**config.mk**
```make
export PLATFORM = sky130hd
export DESIGN_NAME = sram_mem_controller
export DESIGN_NICKNAME = d
export VERILOG_FILES = /design/src/rtl/sram_mem_controller.sv
export SDC_FILE = /design/constraint.sdc
export NUM_CORES = 1
export LEC_CHECK = 0
export ABC_AREA = 1
export CAP_MARGIN = 20
export CORE_MARGIN = 2
export CORE_UTILIZATION = 48
export DETAILED_ROUTE_END_ITERATION = 8
export HOLD_SLACK_MARGIN = 0.08
export PLACE_DENSITY = 0.88
export SKIP_CTS_REPAIR_TIMING = 1
export SYNTH_ARGS = -nofsm -noshare
export SYNTH_HDL_FRONTEND = slang
export SYNTH_SLANG_ARGS = --single-unit
```
**constraint.sdc**
```tcl
create_clock -name clk -period 7.75 [get_ports clk]
set_clock_uncertainty 0.1 [all_clocks]
set_input_delay 0.775 -clock clk [delete_from_list [all_inputs] [get_ports clk]]
set_output_delay 0.775 -clock clk [all_outputs]
set_load 0.05 [all_outputs]
```
**src/rtl/sram_mem_controller.sv**
```systemverilog
// rtl/sram_mem_controller.sv - MEM-stage 32-bit load/store to 16-bit async SRAM sequencer
//
// Purpose: each 32-bit load or store is split into two halfword SRAM accesses,
// low half then high half. Each half is held on the bus for WAIT_CYCLES cycles.
// ready is held low while an access is in flight, and the pipeline uses it as a freeze.
//
// Ports:
//   clk, rst                  clock, asynchronous active-high reset
//   MEM_R_EN, MEM_W_EN        load / store request from the MEM stage
//   address, write_data       byte address (ALU result), store value
//   read_data                 load result, held until the next load completes
//   ready                     1 = pipeline may advance, 0 = freeze
//   SRAM_ADDR                 SRAM halfword address
//   SRAM_DQ_out, SRAM_DQ_oe   write data and data-bus drive enable
//   SRAM_DQ_in                read data from the SRAM
//   SRAM_WE_N, SRAM_OE_N      active-low write / output enables
module sram_mem_controller #(
  parameter int ADDR_W      = 18,
  parameter int WAIT_CYCLES = 2
) (
  input  logic              clk,
  input  logic              rst,
  input  logic              MEM_R_EN,
  input  logic              MEM_W_EN,
  input  logic [31:0]       address,
  input  logic [31:0]       write_data,
  output logic [31:0]       read_data,
  output logic              ready,
  output logic [ADDR_W-1:0] SRAM_ADDR,
  output logic [15:0]       SRAM_DQ_out,
  input  logic [15:0]       SRAM_DQ_in,
  output logic              SRAM_DQ_oe,
  output logic              SRAM_WE_N,
  output logic              SRAM_OE_N
);

  localparam int CW = $clog2(WAIT_CYCLES + 1);
  localparam logic [CW-1:0] LAST_CNT = CW'(WAIT_CYCLES - 1);

  // Gray-coded so that every transition flips exactly one state bit.
  typedef enum logic [1:0] {
    IDLE = 2'b00,
    LOW  = 2'b01,
    HIGH = 2'b11,
    DONE = 2'b10
  } state_t;

  state_t              state;
  logic [CW-1:0]       cnt;
  logic                op_write;
  logic [ADDR_W-2:0]   word_idx;
  logic [31:0]         wdata;
  logic                we_n_q;
  logic                oe_n_q;
  logic                dq_oe_q;

  logic                req;
  logic                last;
  logic [31:0]         addr_off;
  logic                unused_addr_bits;

  assign req      = MEM_R_EN | MEM_W_EN;
  assign last     = (cnt == LAST_CNT);
  assign addr_off = address - 32'd1024;
  // The out-of-range bits of the offset are dropped, so the address wraps modulo 2^ADDR_W.
  assign unused_addr_bits = &{1'b0, addr_off[31:ADDR_W+1], addr_off[1:0]};

  always_ff @(posedge clk or posedge rst) begin
    if (rst) begin
      state     <= IDLE;
      cnt       <= '0;
      op_write  <= 1'b0;
      word_idx  <= '0;
      wdata     <= '0;
      read_data <= '0;
      we_n_q    <= 1'b1;
      oe_n_q    <= 1'b1;
      dq_oe_q   <= 1'b0;
    end else begin
      case (state)
        IDLE: begin
          if (req) begin
            state    <= LOW;
            cnt      <= '0;
            // A store takes priority when both requests are present.
            op_write <= MEM_W_EN;
            word_idx <= addr_off[ADDR_W:2];
            wdata    <= write_data;
            we_n_q   <= ~MEM_W_EN;
            oe_n_q   <= MEM_W_EN;
            dq_oe_q  <= MEM_W_EN;
          end
        end
        LOW: begin
          if (last) begin
            state <= HIGH;
            cnt   <= '0;
            if (!op_write) read_data[15:0] <= SRAM_DQ_in;
          end else begin
            cnt <= cnt + CW'(1);
          end
        end
        HIGH: begin
          if (last) begin
            state   <= DONE;
            cnt     <= '0;
            we_n_q  <= 1'b1;
            oe_n_q  <= 1'b1;
            dq_oe_q <= 1'b0;
            if (!op_write) read_data[31:16] <= SRAM_DQ_in;
          end else begin
            cnt <= cnt + CW'(1);
          end
        end
        default: begin
          // DONE: the request still present here belongs to the finished instruction.
          state <= IDLE;
        end
      endcase
    end
  end

  // The strobes come straight from flops, so the SRAM never sees a decode glitch.
  assign SRAM_WE_N  = we_n_q;
  assign SRAM_OE_N  = oe_n_q;
  assign SRAM_DQ_oe = dq_oe_q;

  always_comb begin
    SRAM_ADDR   = '0;
    SRAM_DQ_out = 16'h0000;
    case (state)
      LOW: begin
        SRAM_ADDR = {word_idx, 1'b0};
        if (op_write) SRAM_DQ_out = wdata[15:0];
      end
      HIGH: begin
        SRAM_ADDR = {word_idx, 1'b1};
        if (op_write) SRAM_DQ_out = wdata[31:16];
      end
      default: ;
    endcase
  end

  assign ready = (state == DONE) | ((state == IDLE) & ~req);

endmodule

```
==> flow_summary.yaml <==
worst_hold_path:
  hp-class: "register to register"
clock_tree:
  numCtsBuffers: 9
  cts_tree: "yes"
  cts_root_buf: "clkbuf_8"
  insertion_delay_ps: 340
  clock_sinks: 89
  path_clk_slew_ps: 90
  h-tree-depth: 3
  clock_path_buffers: 2
synth:
  synth.area.top_cells: "dfrtp_1, nand2_1, inv_1"
  syn_nets: 567
  yosysMostFrequentCell: "nand2_1"
  yosys.area.top_type: "dfrtp_1"
  avgSynthCellArea_um2: 8.46
  ys_seq_elements: 89
  postSynthCellCount: 482
  yosys.area.top_type_share_pct: 53.4
  synthTopCellsByCount: "nand2_1, dfrtp_1, inv_1"
  syn_area_mm2: 0.00408
  ys_seq_area_share_pct: 54.7
  postSynth.asyncResetShare_pct: 100
  ys_types: 28
  synth-edff-count: 0
  yosys_warnings: 0
  synth_ff_type: "dfrtp_1"
timing:
  slew_violations: 0
  setup_violations: 0
  fin_crit_sh_pct: 53.7
  finalCriticalPeriod_ps: 4160
  worstMarginPinSlew_ps: 1000
  rsz0062_at_grt: "false"
  finalWorstSetupSlack_ps: 3590
  final.setup.tns_ps: 0
  slew_headroom_pct: 33.2
  timing.fmax_mhz: 240
  hold_ws_ps: 383
  finalHoldViolCount: 0
finish:
  drive_above_1_share_pct: 8.14
  final_area_mm2: 0.00566
  area_delta_synth_final_pct: 38.8
  fillers: 628
  ff_latch_area_mm2: 0.00223
  antenna_cells_inserted: 0
  multi_input_area_mm2: 0.00142
  nNetsFinal: 694
global_routing:
  antenna_found_initial: 0
  grt_pass1_vias: 3530
  track_usage_pct: 22.3
  grt_pass1_wl_um: 16100
  grt_max_degree: 90
  gr-total-overflow: 0
power:
  p_leak_nw: 2.80
  vdd_drop_max_mv: 0.286
  p_per_area_mw_per_mm2: 481
die:
  die-area_mm2: 0.00925
  die_h_um: 96.2
  die_x_um: 96.2
  start_util_pct: 49.6
  core_area_mm2: 0.00822
  ioPinCount: 154
  rows: 33
routing:
  routedWlPerCell_um: 14.2
  via_count: 3569
  ant_nets: 0
  viasPerCell: 4.96
  drc: 0
  dr.pass1.iters: 5
  wl_um: 10200
  drt_iter0_drc: 151
setup_path:
  cp.arrival_ps: 3290
  cp_max_fo: 26
  critical_path_class: "register to output pin"
  end_kind: "output pin"
  critPathLaunchType: "register"
  crit_required_ps: 6880
placed_design:
  dp_hpwl_um: 7050
  port_buffers: 138
  dp_slack_ps: 3980
  gp_congestion: 0.884
  dpl_cell_area_mm2: 0.00544
flow_run:
  maxCapViolations: 0
status:
  outcome: "completed"
critical path: stages, from the launching register on:
cell and delay, ps:
dfrtp_1 960, nand2_1 650, o31ai_1 450, clkdlybuf4s50_1 870
cells by family after synthesis:
| group | Yosys count | synth area share (%) |
|---|---|---|
| flip-flops | 89 | 54.7 |
| AND/OR/NAND/NOR | 219 | 22.2 |
| AO/OA/AOI/OAI | 78 | 12.2 |
| buffers and inverters | 95 | 10.6 |
| adder cells (fa/ha/maj) | 1 | 0.307 |
area by class of cell:
| type | count | share of cell area [%] |
|---|---|---|
| Clock buffer | 10 | 2.25 |
| Clock inverter | 6 | 1.17 |
| Inverter | 71 | 4.86 |
| Multi-Input combinational cell | 298 | 25.0 |
| Sequential cell | 89 | 39.4 |
| Tap cell | 105 | 2.32 |
| Timing Repair Buffer | 140 | 25.0 |
final timing paths:
check | slack (ps) | depth (start not counted) | start | endpoint
min reg2reg | 380 | 2 | wdata[31] | wdata[31]
min in group asynchronous | 660 | 3 | rst | read_data[4]
max in group asynchronous | 6210 | 4 | rst | SRAM_OE_N
max | 3590 | 3 | state[0] | SRAM_DQ_out[15]
min | 380 | 2 | wdata[31] | wdata[31]
max reg2reg | 5170 | 5 | state[0] | word_idx[12]
per-layer routing:
| layer | vias to the layer above | share of wire (%) | GRT usage, % |
|---|---|---|---|
| met5 | - | 0 | 0 |
| met4 | 0 | 1.2 | 8.33 |
| met3 | 11 | 5.4 | 4.23 |
| met2 | 114 | 51 | 37.6 |
| met1 | 1697 | 43 | 28.6 |
| li1 | 1747 | - | - |
through the flow:
stage                     utilization [%]  power (mW)  instances
after floorplan                         -        1.93        482
after global placement               66.2        2.37        702
after detailed placement             66.2        2.42        702
after CTS                            68.6        2.74        718
after global routing                 68.9        2.88        719
final                                68.9        2.72        719
power breakdown:
part	internal (mW)	total [mW]	switching (mW)
Sequential	0.693	0.843	0.150
Combinational	0.493	1.57	1.07
Clock	0.150	0.313	0.163
sequential cells by signal, summed over array words and instances (netlist names), 2 cells and up:
register   flops
wdata         32
read_data     32
word_idx      17
cnt            2
state          2
layout by cell type (no fill, tap or decap), types with 3 or more instances in the layout:
master	netlist	routed
nand2_1	172	172
clkdlybuf4s50_1	0	138
dfrtp_1	87	87
inv_1	66	65
o21ai_0	32	32
nand3_1	22	22
o21ai_2	16	16
o31ai_1	16	16
nor2_1	15	15
clkbuf_8	0	9
o21ai_1	6	6
a21oi_1	4	4
inv_2	3	3
nand2_4	3	3
a31oi_1	3	3
clkinvlp_4	0	3
(Power assumes the default switching activity.)
